--- src/rtl/ps2_host_tx_pkg.sv ---
// Shared PS/2 host-transmit definitions: FSM encoding, command bytes, frame builder.
package ps2_host_tx_pkg;

    typedef enum logic [2:0] {
        ST_IDLE,
        ST_INHIBIT,
        ST_RTS,
        ST_SHIFT,
        ST_ACK,
        ST_WAIT_IDLE,
        ST_ERROR
    } state_t;

    localparam logic [7:0] PS2_CMD_SET_LEDS = 8'hED;
    localparam logic [7:0] PS2_CMD_RESET    = 8'hFF;
    localparam logic [7:0] PS2_RSP_ACK      = 8'hFA;

    // Index of the stop bit within the shifted frame (data 0-7, parity 8, stop 9).
    localparam logic [3:0] LAST_BIT_IDX = 4'd9;

    // Bits shifted out after the start bit, LSB first: data, odd parity, stop.
    function automatic logic [9:0] build_frame(input logic [7:0] data);
        return {1'b1, ~^data, data};
    endfunction

endpackage

--- src/rtl/ps2_line_filter.sv ---
// PS/2 line conditioner: 2-FF synchroniser, run-length glitch filter, falling-edge pulse.
// Latency: 2 sync cycles + FILTER_LEN samples; no backpressure (free-running).
module ps2_line_filter #(
    parameter int FILTER_LEN = 8
) (
    input  logic clk,
    input  logic rst_n,
    input  logic line,
    output logic level,
    output logic fall
);

    localparam int CW = (FILTER_LEN > 2) ? $clog2(FILTER_LEN) : 1;
    localparam logic [CW-1:0] RUN_LAST = CW'(FILTER_LEN - 1);

    logic          sync1;
    logic          sync2;
    logic [CW-1:0] run;

    // An idle PS/2 line floats high, so everything resets to 1.
    always_ff @(posedge clk or negedge rst_n) begin
        if (!rst_n) begin
            sync1 <= 1'b1;
            sync2 <= 1'b1;
            level <= 1'b1;
            run   <= '0;
            fall  <= 1'b0;
        end else begin
            sync1 <= line;
            sync2 <= sync1;
            fall  <= 1'b0;
            if (sync2 == level) begin
                run <= '0;
            end else if (run == RUN_LAST) begin
                level <= sync2;
                run   <= '0;
                fall  <= level;
            end else begin
                run <= run + 1'b1;
            end
        end
    end

endmodule

--- src/rtl/ps2_host_tx.sv ---
// Host-to-device PS/2 byte transmitter driving the shared open-drain clock/data pads.
// Latency: INHIBIT_CYCLES + device-clocked 11-bit frame; tx_start ignored while busy.
module ps2_host_tx
    import ps2_host_tx_pkg::*;
#(
    parameter int INHIBIT_CYCLES = 5000,
    parameter int TIMEOUT_CYCLES = 750000,
    parameter int FILTER_LEN     = 8
) (
    input  logic       CLOCK_50,
    input  logic       resetn,
    input  logic [7:0] tx_data,
    input  logic       tx_start,
    output logic       tx_ready,
    output logic       tx_done,
    output logic       tx_error,
    output logic       rx_inhibit,
    input  logic       ps2c_in,
    input  logic       ps2d_in,
    output logic       ps2c_oe,
    output logic       ps2d_oe
);

    localparam logic [19:0] INHIBIT_LAST = 20'(INHIBIT_CYCLES - 1);
    localparam logic [19:0] TIMEOUT_LAST = 20'(TIMEOUT_CYCLES - 1);

    state_t      state;
    state_t      state_nxt;
    logic [19:0] cnt;
    logic [3:0]  bit_idx;
    logic [9:0]  shreg;
    logic        d_oe;
    logic        done_q;
    logic        error_q;
    logic        c_level;
    logic        c_fall;
    logic        d_s1;
    logic        d_s2;
    logic        timed_out;

    ps2_line_filter #(.FILTER_LEN(FILTER_LEN)) u_clk_filter (
        .clk   (CLOCK_50),
        .rst_n (resetn),
        .line  (ps2c_in),
        .level (c_level),
        .fall  (c_fall)
    );

    always_ff @(posedge CLOCK_50 or negedge resetn) begin
        if (!resetn) begin
            d_s1 <= 1'b1;
            d_s2 <= 1'b1;
        end else begin
            d_s1 <= ps2d_in;
            d_s2 <= d_s1;
        end
    end

    // cnt restarts on entry to RTS, so this fires TIMEOUT_CYCLES after the clock release.
    assign timed_out = (cnt == TIMEOUT_LAST);

    always_ff @(posedge CLOCK_50 or negedge resetn) begin
        if (!resetn) state <= ST_IDLE;
        else         state <= state_nxt;
    end

    always_comb begin
        state_nxt = state;
        case (state)
            ST_IDLE:      if (tx_start) state_nxt = ST_INHIBIT;
            ST_INHIBIT:   if (cnt == INHIBIT_LAST) state_nxt = ST_RTS;
            ST_RTS:       state_nxt = timed_out ? ST_ERROR : ST_SHIFT;
            ST_SHIFT: begin
                if (timed_out)                              state_nxt = ST_ERROR;
                else if (c_fall && bit_idx == LAST_BIT_IDX) state_nxt = ST_ACK;
            end
            ST_ACK: begin
                if (timed_out)   state_nxt = ST_ERROR;
                else if (c_fall) state_nxt = d_s2 ? ST_ERROR : ST_WAIT_IDLE;
            end
            ST_WAIT_IDLE: begin
                if (timed_out)           state_nxt = ST_ERROR;
                else if (c_level && d_s2) state_nxt = ST_IDLE;
            end
            ST_ERROR:     state_nxt = ST_IDLE;
            default:      state_nxt = ST_IDLE;
        endcase
    end

    always_ff @(posedge CLOCK_50 or negedge resetn) begin
        if (!resetn) begin
            cnt     <= '0;
            bit_idx <= '0;
            shreg   <= '0;
            d_oe    <= 1'b0;
            done_q  <= 1'b0;
            error_q <= 1'b0;
        end else begin
            done_q  <= (state == ST_WAIT_IDLE) && (state_nxt == ST_IDLE);
            error_q <= (state == ST_ERROR);

            if (state == ST_IDLE || (state == ST_INHIBIT && state_nxt == ST_RTS)) cnt <= '0;
            else cnt <= cnt + 1'b1;

            case (state)
                ST_IDLE: begin
                    bit_idx <= '0;
                    d_oe    <= 1'b0;
                    if (tx_start) shreg <= build_frame(tx_data);
                end
                ST_INHIBIT: d_oe <= (state_nxt == ST_RTS);
                ST_RTS:     bit_idx <= '0;
                ST_SHIFT: begin
                    if (c_fall && !timed_out) begin
                        d_oe    <= ~shreg[0];
                        shreg   <= {1'b0, shreg[9:1]};
                        bit_idx <= bit_idx + 1'b1;
                    end
                end
                default: ;
            endcase

            // Any abort releases the data line on the same edge.
            if (state_nxt == ST_ERROR || state_nxt == ST_IDLE) d_oe <= 1'b0;
        end
    end

    assign tx_ready   = (state == ST_IDLE);
    assign rx_inhibit = ~tx_ready;
    assign ps2c_oe    = (state == ST_INHIBIT) || (state == ST_RTS);
    assign ps2d_oe    = d_oe;
    assign tx_done    = done_q;
    assign tx_error   = error_q;

endmodule

--- config.mk ---
export PLATFORM = sky130hd
export DESIGN_NAME = ps2_host_tx
export DESIGN_NICKNAME = d
export VERILOG_FILES = /design/src/rtl/ps2_host_tx_pkg.sv /design/src/rtl/ps2_line_filter.sv /design/src/rtl/ps2_host_tx.sv
export SDC_FILE = /design/constraint.sdc
export NUM_CORES = 1
export LEC_CHECK = 0
export CELL_PAD_IN_SITES_DETAIL_PLACEMENT = 1
export CELL_PAD_IN_SITES_GLOBAL_PLACEMENT = 1
export CORE_UTILIZATION = 41
export CTS_CLUSTER_SIZE = 28
export DETAILED_ROUTE_END_ITERATION = 16
export PLACE_DENSITY_LB_ADDON = 0.12
export SYNTH_ARGS = -nofsm -noshare
export SYNTH_HDL_FRONTEND = slang
export SYNTH_SLANG_ARGS = --single-unit
--- constraint.sdc ---
create_clock -name CLOCK_50 -period 2 [get_ports CLOCK_50]
set_input_delay 0.4 -clock CLOCK_50 [delete_from_list [all_inputs] [get_ports CLOCK_50]]
set_output_delay 0.4 -clock CLOCK_50 [all_outputs]
set_load 0.005 [all_outputs]
==> summary by stage <==
Logic synthesis
The portion of synthesized cell area occupied by the leading cell type is 44.5%. Counting flops and latches in the post-synthesis netlist gives 49. The cell area that synthesis handed to floorplanning was 2470 sq um. By area the synthesized netlist is led by dfrtp_1 (45%), nor2_1 (7.0%), xnor2_1 (6.7%), dfstp_2 (5.3%), mux2i_1 (4.9%). The number of nets handed over by synthesis was 262. The synthesized area per cell is 10.1 sq um. After synthesis, the share of flip-flops with an asynchronous set or reset is 100%.

The netlist uses 42 different library cells. The number of flops mapped to enable cells by yosys is 0. The synthesized instance count is 244. By count the netlist is led by nor2_1 (46), dfrtp_1 (44), xnor2_1 (19).

During synthesis, Yosys emitted a total of 0 warnings. Among all flip-flop cells after synthesis, the most frequent one is dfrtp_1. Among all cell types in the netlist, the one instantiated most often is nor2_1. Sequential cells were found to cover 49.8% of the synthesized design area. The largest area contributor in the synthesized netlist is dfrtp_1.

STA
Measured against its own limit, the worst slew margin works out to 75.1%. The final number of setup-violating endpoints is 1. In the post-route analysis, the smallest setup slack over all paths is -0.0317 ns. The final critical path takes up 102% of the cycle. The final setup skew is 0.0127 ns. The worst path in the final design needs a cycle of 2.03 ns, including I/O delays and setup. For this run, the top clock speed supported by timing is 492 MHz. The sum of negative setup slack is -0.0317 ns.

The count of pins over their slew limit is 0. For the pin with the worst max-slew slack, the measured transition is 0.371 ns. The final-report hold violation count is 0. Setup repair after global routing could not meet its margin everywhere.

Global route
The global-route usage over all layers is 21.1%. Summed over all layers, the global routing overflow is 0. The maximum number of pins on one net before global-route repair is 50. The number of global-route vias before repair is 2,044.

The number of antenna violations at the first check in global routing is 0. The global-route wire length before repair is 10.2 mm.

Setup path
The category of the worst setup path launch point is a register. The reg-to-reg setup timing slack is -0.03 ns. The worst setup path is captured at a register. The startpoint-to-endpoint class of the critical path is reg -> reg. The endpoint identified for the worst register-to-register timing path is ps2d_oe$_DFFE_PN0P_. STA puts the critical path data required time at 2.23 ns. Data arrives at the worst endpoint at 2.26 ns. The number of cells on the worst reg-to-reg path is 6.

The startpoint identified for the worst register-to-register timing path is cnt[19]$_DFF_PN0_. The peak fanout along the critical path is 2.

Route
The routed design uses 107 um of met3 wire. The vias per cell is 5.22. The top routing layer in use is met4. The final route contains 1,943 vias. After the first detailed-routing iteration, the DRC count stood at 119. Wire segments on met2 add up to 2.80 mm in the final route. After detailed routing, the average wire length per cell comes to 15.7 um. The sum of routed wire length over all layers is 5.85 mm. The total DRC errors in the routed layout is 0. The number of iterations in the first detailed-routing pass is 4. In this run the remaining antenna-violating nets after routing total 0. The routed length on met1 is 2.87 mm.

Clock tree
The clock net in this run drives a total of 49 sinks. The number of clock buffers added by TritonCTS is 5. In this run, post-CTS hold repair placed 0 buffers.

The root buffer cell is clkbuf_8. At the later pin of the worst-skew pair, clock insertion delay measures 0.31 ns. The level count of the clock H-tree is 2. Clock-pin slew was measured on the worst setup and hold paths at 0.09 ns.

The longest clock path from root to sink contains 2 buffers. The clock tree from TritonCTS is yes.

Placed design
Once placement finished, the instance area stood at 3000 sq um. Port buffering added 18 buffers. The placed wire-length estimate is 4.18 mm. The routability-driven placement congestion ratio is 0.776.

Die
The floorplan has 27 rows. The region available for standard cell placement spans 5640 sq um. The area enclosed by the die boundary is 6340 sq um. The initial cell density of the core is 43.8%. Measured along the y axis, the die boundary spans 79.7 um. 19 I/O pins were placed. The overall die width is 79.7 um.

Status
The final reports fail on setup timing. The run finished, with violations left.

Layout
The fraction of final layout cells sized beyond drive strength 1 is 22.7%. The layout overhead on the synthesized area is 29.5%. The final design instance area without fill is 3200 sq um.

Fill cells in the final layout number 631. The repair_antennas step left the layout with diodes totalling 0. The final net count is 317.

Power
In this run the static leakage power is 0.00150 uW. The peak supply drop is 0.541 mV. Power spread over the standard cell area amounts to 568 nW/um^2.

Hold path
The tightest min-delay check is of the in -> async type.

Job
The number of max-capacitance violations reported is 0.
per-layer routing:
metal	up-vias	global-route usage, %
met5	-	0
li1	943	-
met1	979	30.2
met4	0	8.18
met3	5	2.74
met2	16	32.3
cell type report:
class	instances	area (sq um)	area share [%]
Clock buffer	8	90.1	2.81
Inverter	8	30.0	0.938
Multi-Input combinational cell	181	1260	39.4
Sequential cell	49	1230	38.6
Tap cell	72	90.1	2.81
Timing Repair Buffer	54	495	15.5
power by group:
group	total (uW)	internal (uW)	switching [uW]
registers	1060	1040	28.0
clock network	612	283	329
logic	145	79.8	65.0
total	1820	1400	422
how the worst max path moves through the flow:
stage	start	end	slack [ns]	cells after the start
5_1_grt	cnt[19]$_DFF_PN0_	ps2d_oe$_DFFE_PN0P_	-0.13	6
4_1_cts	cnt[19]$_DFF_PN0_	ps2d_oe$_DFFE_PN0P_	-0.02	6
6_report	cnt[19]$_DFF_PN0_	ps2d_oe$_DFFE_PN0P_	-0.03	6
3_3_place_gp	cnt[13]$_DFF_PN0_	ps2d_oe$_DFFE_PN0P_	-0.007	6
2_1_floorplan	cnt[13]$_DFF_PN0_	ps2d_oe$_DFFE_PN0P_	0.005	6
3_5_place_dp	cnt[1]$_DFF_PN0_	bit_idx[3]$_DFFE_PN0P_	-0.09	7
through the flow:
| step | hold WS [ns] | utilization, % | std cells | setup WS [ns] | power (uW) |
|---|---|---|---|---|---|
| global placement | 0.347 | 53.1 | 358 | -0.00700 | 1220 |
| finish | 0.0645 | 56.8 | 372 | -0.0317 | 1820 |
| CTS | 0.0818 | 56.0 | 370 | -0.0212 | 1840 |
| global route | 0.0842 | 56.8 | 372 | -0.126 | 1900 |
| floorplan | 0.104 | - | 244 | 0.00501 | 1150 |
| detailed placement | 0.355 | 53.1 | 358 | -0.0903 | 1230 |
layout by cell type (no fill, tap or decap), types with 3 or more instances in the layout:
master / count
nor2_1: 44
dfrtp_1: 42
buf_4: 31
xnor2_1: 18
nand2_1: 17
clkdlybuf4s50_1: 15
a21oi_1: 12
xor2_1: 11
mux2i_1: 11
nand3_1: 9
inv_1: 7
nand4_1: 6
clkbuf_8: 6
and2_1: 5
o21ai_0: 5
dfstp_2: 5
ha_1: 4
and3_1: 3
buf_12: 3
flip-flops by register name, indices dropped and copies added, names as in the netlist:
register / cells
d_s1: 1
d_s2: 1
u_clk_filter.run: 3
ps2d_oe: 1
tx_done: 1
state: 3
u_clk_filter.fall: 1
bit_idx: 4
u_clk_filter.level: 1
cnt: 20
u_clk_filter.sync1: 1
shreg: 10
tx_error: 1
u_clk_filter.sync2: 1
what timing repair did:
action | in CTS | in global routing
endpoints found under the hold margin | 0 | 0
pin swaps | 6 | 4
setup endpoints to repair | 26 | 35
setup buffers | 4 | 2
gates cloned | 0 | 0
gates resized for setup | 12 | 6
critical path, stage by stage, from the launching register on:
cell	delay (ns)
dfrtp_1	0.39
or4b_4	0.57
nor4_4	0.35
mux2i_2	0.14
o221ai_4	0.22
xnor2_2	0.08
a221oi_2	0.20
cell families after synthesis:
logic type | share of synthesized area (%)
XOR/XNOR | 10.6
AO/OA/AOI/OAI | 7.89
flip-flops | 49.8
buffers and inverters | 2.33
adder cells (fa/ha/maj) | 2.53
AND/OR/NAND/NOR | 21.5
multiplexers | 5.31
Power figures use the tool's default switching activity.
